`config.mk`:
```
export PLATFORM = sky130hd
export DESIGN_NAME = updown_counter_fsm_flat
export DESIGN_NICKNAME = d
export VERILOG_FILES = /design/src/rtl/updown_counter_fsm_if.sv /design/src/rtl/updown_counter_fsm.sv /design/src/flat_wrapper.sv
export SDC_FILE = /design/constraint.sdc
export NUM_CORES = 1
export LEC_CHECK = 0
export ABC_CLOCK_PERIOD_IN_PS = 2650
export CAP_MARGIN = 20
export CORE_ASPECT_RATIO = 1.2
export CORE_MARGIN = 2
export CORE_UTILIZATION = 35
export CTS_CLUSTER_DIAMETER = 80
export DETAILED_ROUTE_END_ITERATION = 6
export PLACE_DENSITY = 0.61
export SETUP_SLACK_MARGIN = 0.5
export SYNTH_ARGS = -nofsm -noshare
export SYNTH_HDL_FRONTEND = slang
export SYNTH_SLANG_ARGS = --single-unit
```
`constraint.sdc`:
```
create_clock -name clk -period 2.65 [get_ports clk]
set_input_delay 0.53 -clock clk [delete_from_list [all_inputs] [get_ports clk]]
set_output_delay 0.53 -clock clk [all_outputs]
set_load 0.005 [all_outputs]
```
`src/rtl/updown_counter_fsm_if.sv`:
```
// Button-side request bundle and counter/status return for updown_counter_fsm.
// The master drives U/D/load requests; the slave (counter) drives count and flags.
interface updown_counter_fsm_if #(
    parameter int WIDTH = 8
);
    logic             u;
    logic             d;
    logic             ld;
    logic [WIDTH-1:0] ld_val;
    logic [WIDTH-1:0] count;
    logic             at_max;
    logic             at_min;
    logic             wrapped;
    logic             busy;

    modport master (
        output u, d, ld, ld_val,
        input  count, at_max, at_min, wrapped, busy
    );

    modport slave (
        input  u, d, ld, ld_val,
        output count, at_max, at_min, wrapped, busy
    );
endinterface

```
`src/rtl/updown_counter_fsm.sv`:
```
// Up/down counter with edge-detected U/D, parallel load, saturate/wrap and hold-to-auto-repeat.
// A request sampled at edge k updates count after edge k+1; no backpressure, busy flags non-IDLE states.
module updown_counter_fsm #(
    parameter int WIDTH       = 8,
    parameter int MIN_VAL     = 0,
    parameter int MAX_VAL     = 255,
    parameter int STEP        = 1,
    parameter int WRAP        = 0,
    parameter int REPEAT_DLY  = 16,
    parameter int REPEAT_RATE = 4
) (
    input  logic                clk,
    input  logic                rst,
    updown_counter_fsm_if.slave bus
);
    localparam int RMAX = (REPEAT_DLY > REPEAT_RATE) ? REPEAT_DLY : REPEAT_RATE;
    localparam int RW   = $clog2(RMAX + 1);

    localparam logic [WIDTH:0]   MIN_X  = (WIDTH+1)'(MIN_VAL);
    localparam logic [WIDTH:0]   MAX_X  = (WIDTH+1)'(MAX_VAL);
    localparam logic [WIDTH:0]   STEP_X = (WIDTH+1)'(STEP);
    localparam logic [WIDTH-1:0] MIN_W  = WIDTH'(MIN_VAL);
    localparam logic [WIDTH-1:0] MAX_W  = WIDTH'(MAX_VAL);
    localparam logic [RW-1:0]    DLY_R  = RW'(REPEAT_DLY);
    localparam logic [RW-1:0]    RATE_R = RW'(REPEAT_RATE);

    typedef enum logic [2:0] {
        S_INIT,
        S_IDLE,
        S_LOAD,
        S_STEP_UP,
        S_STEP_DN,
        S_HOLD
    } state_t;

    state_t           state_q, state_d;
    logic [WIDTH-1:0] count_q, count_d;
    logic             wrapped_q, wrapped_d;
    logic [RW-1:0]    rpt_q, rpt_d;
    logic             first_q, first_d;
    logic             dir_up_q, dir_up_d;
    logic             u_prev_q, d_prev_q;

    logic [WIDTH:0]   cnt_x, sum_x;
    logic [WIDTH-1:0] up_val, dn_val, ld_clamp;
    logic             up_wrap, dn_wrap;
    logic             u_rise, d_rise, released;
    logic [RW-1:0]    rpt_inc, rpt_thr;

    // Step arithmetic in WIDTH+1 bits so neither overflow nor underflow can leak into count.
    always_comb begin
        cnt_x   = {1'b0, count_q};
        sum_x   = cnt_x + STEP_X;
        up_val  = sum_x[WIDTH-1:0];
        up_wrap = 1'b0;
        if (sum_x > MAX_X) begin
            if (WRAP != 0) begin
                up_val  = WIDTH'(MIN_X + (sum_x - MAX_X - 1'b1));
                up_wrap = 1'b1;
            end else begin
                up_val  = MAX_W;
            end
        end
        dn_val  = WIDTH'(cnt_x - STEP_X);
        dn_wrap = 1'b0;
        if (cnt_x < MIN_X + STEP_X) begin
            if (WRAP != 0) begin
                dn_val  = WIDTH'(MAX_X - (MIN_X + STEP_X - cnt_x - 1'b1));
                dn_wrap = 1'b1;
            end else begin
                dn_val  = MIN_W;
            end
        end
        if (bus.ld_val < MIN_W) begin
            ld_clamp = MIN_W;
        end else if (bus.ld_val > MAX_W) begin
            ld_clamp = MAX_W;
        end else begin
            ld_clamp = bus.ld_val;
        end
    end

    assign u_rise   = bus.u & ~u_prev_q;
    assign d_rise   = bus.d & ~d_prev_q;
    assign released = dir_up_q ? (~bus.u | bus.d) : (~bus.d | bus.u);
    assign rpt_inc  = rpt_q + 1'b1;
    assign rpt_thr  = first_q ? RATE_R : DLY_R;

    always_comb begin
        state_d   = state_q;
        count_d   = count_q;
        wrapped_d = 1'b0;
        rpt_d     = rpt_q;
        first_d   = first_q;
        dir_up_d  = dir_up_q;
        case (state_q)
            S_INIT: begin
                count_d = MIN_W;
                state_d = S_IDLE;
            end
            S_IDLE: begin
                if (bus.ld) begin
                    state_d = S_LOAD;
                end else if (u_rise && !bus.d) begin
                    state_d = S_STEP_UP;
                end else if (d_rise && !bus.u) begin
                    state_d = S_STEP_DN;
                end
            end
            S_LOAD: begin
                count_d = ld_clamp;
                state_d = S_IDLE;
            end
            S_STEP_UP: begin
                count_d   = up_val;
                wrapped_d = up_wrap;
                dir_up_d  = 1'b1;
                rpt_d     = '0;
                state_d   = S_HOLD;
            end
            S_STEP_DN: begin
                count_d   = dn_val;
                wrapped_d = dn_wrap;
                dir_up_d  = 1'b0;
                rpt_d     = '0;
                state_d   = S_HOLD;
            end
            S_HOLD: begin
                if (released) begin
                    state_d = S_IDLE;
                    rpt_d   = '0;
                    first_d = 1'b0;
                end else if (bus.ld) begin
                    state_d = S_LOAD;
                    rpt_d   = '0;
                    first_d = 1'b0;
                end else if (REPEAT_DLY != 0) begin
                    if (rpt_inc == rpt_thr) begin
                        state_d = dir_up_q ? S_STEP_UP : S_STEP_DN;
                        rpt_d   = '0;
                        first_d = 1'b1;
                    end else begin
                        rpt_d   = rpt_inc;
                    end
                end
            end
            default: begin
                state_d = S_INIT;
            end
        endcase
    end

    always_ff @(posedge clk) begin
        if (rst) begin
            state_q   <= S_INIT;
            count_q   <= MIN_W;
            wrapped_q <= 1'b0;
            rpt_q     <= '0;
            first_q   <= 1'b0;
            dir_up_q  <= 1'b0;
            u_prev_q  <= 1'b0;
            d_prev_q  <= 1'b0;
        end else begin
            state_q   <= state_d;
            count_q   <= count_d;
            wrapped_q <= wrapped_d;
            rpt_q     <= rpt_d;
            first_q   <= first_d;
            dir_up_q  <= dir_up_d;
            u_prev_q  <= bus.u;
            d_prev_q  <= bus.d;
        end
    end

    assign bus.count   = count_q;
    assign bus.at_max  = (count_q == MAX_W);
    assign bus.at_min  = (count_q == MIN_W);
    assign bus.wrapped = wrapped_q;
    assign bus.busy    = (state_q != S_IDLE);
endmodule

```
`src/flat_wrapper.sv`:
```
// flat-port wrapper written by rule: the top's interface ports become plain ports
module updown_counter_fsm_flat 
#(
    parameter int WIDTH       = 8,
    parameter int MIN_VAL     = 0,
    parameter int MAX_VAL     = 255,
    parameter int STEP        = 1,
    parameter int WRAP        = 0,
    parameter int REPEAT_DLY  = 16,
    parameter int REPEAT_RATE = 4
)
  (clk, rst, bus_u, bus_d, bus_ld, bus_ld_val, bus_count, bus_at_max, bus_at_min, bus_wrapped, bus_busy);
  updown_counter_fsm_if #(.WIDTH(WIDTH)) bus_i ();
  input  logic clk;
  input  logic rst;
  input wire logic [$bits(bus_i.u)-1:0] bus_u;
  input wire logic [$bits(bus_i.d)-1:0] bus_d;
  input wire logic [$bits(bus_i.ld)-1:0] bus_ld;
  input wire logic [$bits(bus_i.ld_val)-1:0] bus_ld_val;
  output wire logic [$bits(bus_i.count)-1:0] bus_count;
  output wire logic [$bits(bus_i.at_max)-1:0] bus_at_max;
  output wire logic [$bits(bus_i.at_min)-1:0] bus_at_min;
  output wire logic [$bits(bus_i.wrapped)-1:0] bus_wrapped;
  output wire logic [$bits(bus_i.busy)-1:0] bus_busy;
  assign bus_i.u = bus_u;
  assign bus_i.d = bus_d;
  assign bus_i.ld = bus_ld;
  assign bus_i.ld_val = bus_ld_val;
  assign bus_count = bus_i.count;
  assign bus_at_max = bus_i.at_max;
  assign bus_at_min = bus_i.at_min;
  assign bus_wrapped = bus_i.wrapped;
  assign bus_busy = bus_i.busy;
  updown_counter_fsm #(.WIDTH(WIDTH), .MIN_VAL(MIN_VAL), .MAX_VAL(MAX_VAL), .STEP(STEP), .WRAP(WRAP), .REPEAT_DLY(REPEAT_DLY), .REPEAT_RATE(REPEAT_RATE)) u_core (.clk(clk), .rst(rst), .bus(bus_i));
endmodule
```
[Yosys cells after proc, flatten, opt, wreduce, memory -nomap -nowiden]
Cells that the tools add are included.
Operators by class
  $add $sub $neg: 3
  multipliers: 0
  divide/modulo/power cells: 0
  order comparisons: 4
  eq/ne operators: 10
  shifts and indexed selects: 0
  multiplexer cells: 23
  bitwise logic cells: 8
  reductions and logical operators: 14
Operators with widths (count)
  two-way mux 8 bit: 4
  case mux 8 bit (4 select lines): 1
  two-way mux 3 bit: 7
  two-way mux 5 bit: 4
  < comparator 8 x 1 -> 1 bit, second input constant: 2
  case mux 3 bit (4 select lines): 1
  case mux 5 bit (2 select lines): 1
  adder 8 x 1 -> 9 bit, second input constant: 1
  greater-than comparator 9 x 8 -> 1 bit, second input constant: 1
  == test 8 bit, second input constant: 1
  greater-than comparator 8 bit, second input constant: 1
  logical NOT 8 bit: 1
  != test 4 x 2 -> 1 bit, second input constant: 2
  subtractor 8 x 1 -> 8 bit, second input constant: 1
  == test 3 x 2 -> 1 bit, second input constant: 2
  == test 3 bit, second input constant: 2
  adder 5 x 1 -> 5 bit, second input constant: 1
  == test 5 bit: 1
  two-way mux 1 bit: 4
  NOT 1 bit: 4
  AND reduction 2 bit: 2
  nonzero test 2 bit: 2
  nonzero test 4 bit: 1
  OR reduction 2 bit: 2
  9 further kinds: 13
Word-level totals
  flip-flop bits (word level): 20
  latch bits: 0
  memory bits (writable): 0
  bits in read-only memories: 0
  input port bits: 13
  output and inout bits: 12
  logic and storage cells: 69
  memories kept: 0

[Logic depth before layout (Yosys ltp)]
  depth in word-level cells: 7
  depth in mapped cells: 7
  mapped depth without buffers: 7

[Worst setup path before layout]
No wires, ideal clock.
  path kind: reg-to-reg
  from: register u_core.count_q[0], in the netlist u_core.bus.count[0]
  to: register u_core.count_q[6], in the netlist u_core.bus.count[6]
  library setup time: 0.134 ns
  data arrival time: 2.038 ns
  data required time: 2.516 ns
  path slack: 0.478 ns
  stages on the path, launching flop included: 8
  path buffers: 0
  period minus slack after synthesis: 2.172 ns
  path through: dfxtp_1 > inv_1 > ha_1 > or3b_2 > nor3_1 > mux2_2 > a222oi_1 > a21oi_1
On the way
  cells in the longest elaborated chain, start to end: 4
  elaborated cells between the ends (all ways): 7
  those cells by class: add/sub: 2; order compare: 2; mux: 3
Ends and longest elaborated chain
  start: declaration: line updown_counter_fsm.sv:37  | logic [WIDTH-1:0] count_q, count_d;
  start signal: assignment: line updown_counter_fsm.sv:165  | count_q <= count_d;
  adder 8 x 1 -> 9 bit: line updown_counter_fsm.sv:53  | sum_x = cnt_x + STEP_X;
  greater-than comparator 9 x 8 -> 1 bit: line updown_counter_fsm.sv:56  | if (sum_x > MAX_X) begin
  two-way mux 8 bit: line updown_counter_fsm.sv:56
  case mux 8 bit (4 select lines) *: line updown_counter_fsm.sv:96  | case (state_q)
Every way passes the cells marked *; elsewhere a longest branch is shown, timed or not.
A chain may end at the register's enable or synchronous reset.

[Worst setup path in the final report]
  from: input port bus_d
  to: register u_core.state_q[0]
On the way
  cells in the longest elaborated chain, start to end: 5
  elaborated cells between the ends (all ways): 15
  those cells by class: eq/ne: 2; mux: 5; bitwise: 4; reduce/logical: 4
Ends and longest elaborated chain
  start: declaration: line flat_wrapper.sv:17  | input wire logic [$bits(bus_i.d)-1:0] bus_d;
  NOT 1 bit / logical NOT 1 bit (equally long branches): line updown_counter_fsm.sv:85, updown_counter_fsm.sv:104
  OR 1 bit / logical AND 1 bit (equally long branches): line updown_counter_fsm.sv:85, updown_counter_fsm.sv:104
  two-way mux 1 bit / two-way mux 3 bit (equally long branches): line updown_counter_fsm.sv:85, updown_counter_fsm.sv:104
  two-way mux 3 bit (tied with other cells): line updown_counter_fsm.sv:129  | if (released) begin
  case mux 3 bit (4 select lines) / AND reduction 2 bit (equally long branches)
  end signal: assignment: line updown_counter_fsm.sv:164  | state_q <= state_d;
  end: declaration: line updown_counter_fsm.sv:36  | state_t state_q, state_d;
Parallel ways exist; a longest one is shown, timed or not.

==> flow_summary.json <==
{
  "status": "complete, no violations",
  "setup_tns_ns": 0,
  "wl_mm": 4.09,
  "n_fill_cell": 424,
  "synth-main-ff-cell": "dfxtp_1",
  "hold_depth": 1,
  "clk_latency_ns": 0.26,
  "clk_path_buf_depth": 2,
  "core_area_um2": 4200,
  "holdPathEnd": "u_core.first_q$_SDFFE_PP0P_",
  "floorplan.initialDensity_pct": 36.1,
  "syn_area_per_cell_um2": 7.57,
  "drive_above_1_share_pct": 20.2,
  "share_comb_of_total_power_pct": 28.5,
  "clkPwrFrac_pct": 29.6,
  "die_h_um": 76.0,
  "max_slew_margin_pct": 58.6,
  "cts_tree": "yes",
  "die_area_um2": 4870,
  "holdWs_ns": 0.505,
  "grt_setup_unrepaired": "yes",
  "async_reset_ff_share_pct": 0,
  "dr.first_iter.drc_count": 112,
  "syn_to_final_growth_pct": 33.6,
  "post-dp-hpwl_mm": 2.92,
  "path_max_fanout": 6,
  "hp-start": "u_core.first_q$_SDFFE_PP0P_",
  "gp_congestion": 0.904,
  "fin_nets": 252,
  "clk_pin_slew_ns": 0.08,
  "swShare_pct": 30.1,
  "ir_drop_v": 0.000145,
  "vias_per_cell": 5.41,
  "r2r_slack_ns": 0.57,
  "synth_edf_count": 0,
  "ios": 25,
  "finalCriticalPeriod_ns": 2.16,
  "yosys_warnings": 0,
  "ys_ff_latch": 20,
  "drv_slew": 0,
  "yosysUniqueCellTypes": 52,
  "p_seq_share_pct": 41.9,
  "first_global_vias": 1429,
  "crit_type": "input pin to flop",
  "p_int_mw": 0.563,
  "n_antenna_cell": 0,
  "root_buffer": "clkbuf_8",
  "post-route-drc-count": 0,
  "timing.rr.start": "u_core.bus.count[0]$_SDFFE_PP0P_",
  "p_leak_nw": 0.736,
  "grt_max_degree": 21,
  "yosysSeqAreaShare_pct": 26.4,
  "grt_usage_pct": 16.9,
  "powerDensity_nw_per_um2": 398,
  "die_w_um": 64.0,
  "required_ns": 2.85,
  "syn_inst": 200,
  "first_pass_iters": 4,
  "finClkSkew_ns": 0.00506,
  "row_count": 26,
  "hold_class": "flop to flop",
  "period_share_pct": 81.3,
  "drtAntennaViolNets": 0,
  "syn_nets": 218,
  "max_freq_mhz": 464,
  "crit_path_start_kind": "input pin",
  "p_sw_mw": 0.242,
  "grt_overflow_total": 0,
  "critPathArrivalTime_ns": 2.35,
  "worst_pin_slew_ns": 0.614,
  "vias": 1563,
  "maxCapViolCount": 0,
  "cts_made_buffers": 3,
  "rr_endpoint": "u_core.bus.count[6]$_SDFFE_PP0P_",
  "antenna_found_initial": 0,
  "end_kind": "flop",
  "wl_per_cell_um": 14.2,
  "hold_violations": 0,
  "cts_num_sinks": 20,
  "ff2ff_path_depth": 7,
  "grt_pass1_wl_mm": 6.71,
  "ctsHoldBuffers": 0,
  "h-tree-depth": 1,
  "numPortBuffers": 23,
  "netlist_area_um2": 1510,
  "setup_viol": 0
}
## how the worst max path moves through the flow
| stage | from | to | slack, ns | cells past startpoint |
|---|---|---|---|---|
| after floorplan | u_core.bus.count[0]$_SDFFE_PP0P_ | u_core.bus.count[6]$_SDFFE_PP0P_ | 0.53 | 7 |
| after global placement | bus_d | u_core.rpt_q[2]$_SDFFE_PP0P_ | 0.20 | 6 |
| after detailed placement | bus_d | u_core.rpt_q[2]$_SDFFE_PP0P_ | 0.16 | 6 |
| after CTS | u_core.bus.count[7]$_SDFFE_PP0P_ | bus_at_min | 0.40 | 3 |
| after global routing | bus_d | u_core.rpt_q[2]$_SDFFE_PP0P_ | 0.42 | 7 |
| final | bus_d | u_core.state_q[0]$_SDFFE_PP0P_ | 0.49 | 8 |
## cell usage after synthesis, types with 4 or more instances
cell type | instances | area [um^2]
xor2_1 | 6 | 52.6
inv_1 | 8 | 30.0
a221oi_1 | 5 | 43.8
ha_1 | 5 | 62.6
nor2b_1 | 7 | 43.8
nor3_1 | 6 | 30.0
nand2b_1 | 4 | 25.0
nor2_1 | 18 | 67.6
clkbuf_1 | 11 | 41.3
a21oi_1 | 14 | 70.1
o21ai_0 | 17 | 85.1
nand3_1 | 8 | 40.0
dfxtp_1 | 20 | 400
nand2_1 | 19 | 71.3
## per-layer routing
metal / up-vias / wire (um) / global-route usage, % / share of wire (%)
met5: - / 0 / 0 / 0
met4: 0 / 78 / 6.30 / 1.9
met3: 6 / 187 / 1.77 / 4.6
met2: 41 / 2000 / 29.0 / 49
met1: 716 / 1820 / 21.7 / 45
li1: 800 / - / - / -
## repair_timing
action,4_1_cts,5_1_grt
setup endpoints to repair,5,9
buffers inserted,6,2
pin swaps,2,7
resized for setup,12,12
## registers in the layout, indices dropped and copies added, names as in the netlist
register	count
u_core.bus.count	8
u_core.d_prev_q	1
u_core.dir_up_q	1
u_core.first_q	1
u_core.rpt_q	5
u_core.state_q	3
u_core.u_prev_q	1
## worst max-delay path, stage by stage
cell and delay [ns]:
clkdlybuf4s50_1 0.42, buf_4 0.15, nand3b_1 0.27, a21o_1 0.27
a311oi_4 0.39, buf_4 0.18, nor2_1 0.04, a21oi_1 0.10
## power by group through the flow
stage               clock [mW]  sequential [mW]  combinational [mW]
floorplan                    0            0.331               0.135
global placement             0            0.344               0.214
detailed placement           0            0.345               0.213
CTS                      0.243            0.337               0.216
global route             0.259            0.341               0.255
finish                   0.238            0.338               0.230
## cells by family after synthesis
logic type | after synthesis | share of synthesized area (%)
xor gates and xnor gates | 6 | 3.47
other | 1 | 0.248
buffers and inverters | 21 | 5.54
muxes | 4 | 2.89
adders and majority gates | 5 | 4.13
AOI/OAI and AO/OA | 61 | 28.5
and+or+nand+nor | 82 | 28.8
DFF | 20 | 26.4
## placed cells by master (no fill, tap or decap), types with 2 or more instances in the layout
| master | count |
|---|---|
| nand3b_1 | 2 |
| nand3_1 | 8 |
| nor2b_1 | 7 |
| nand2_1 | 19 |
| a22oi_1 | 2 |
| or3b_4 | 2 |
| dfxtp_2 | 2 |
| buf_4 | 19 |
| inv_1 | 7 |
| xor2_1 | 6 |
| a22o_1 | 3 |
| nor3_1 | 5 |
| dfxtp_4 | 3 |
| dfxtp_1 | 15 |
| a2111oi_0 | 2 |
| clkbuf_8 | 4 |
| nor4_1 | 3 |
| nand2b_1 | 4 |
| clkdlybuf4s50_1 | 21 |
| a221oi_1 | 5 |
| nor3b_2 | 2 |
| mux2_2 | 3 |
| a31oi_1 | 3 |
| ha_1 | 3 |
| nand4_1 | 2 |
| o21ai_0 | 17 |
| nor2_1 | 18 |
| a21oi_1 | 14 |
## cell type report
type	count	area, um^2	area share (%)
Multi-Input combinational cell	159	1080	53.6
Inverter	8	32.5	1.61
Sequential cell	20	414	20.5
Tap cell	56	70.1	3.46
Timing Repair Buffer	42	367	18.1
Clock buffer	4	55.1	2.72
## stage by stage
| step | std cells | power (mW) | worst slack [ns] | area [um^2] | utilization [%] |
|---|---|---|---|---|---|
| after global routing | 289 | 0.854 | 0.417 | 2020 | 48.2 |
| after detailed placement | 277 | 0.557 | 0.158 | 1840 | 43.9 |
| final | 289 | 0.806 | 0.495 | 2020 | 48.2 |
| after CTS | 287 | 0.796 | 0.398 | 1970 | 46.9 |
| after floorplan | 200 | 0.466 | 0.530 | 1510 | - |
| after global placement | 277 | 0.558 | 0.198 | 1840 | 43.9 |
(Power assumes the default switching activity.)
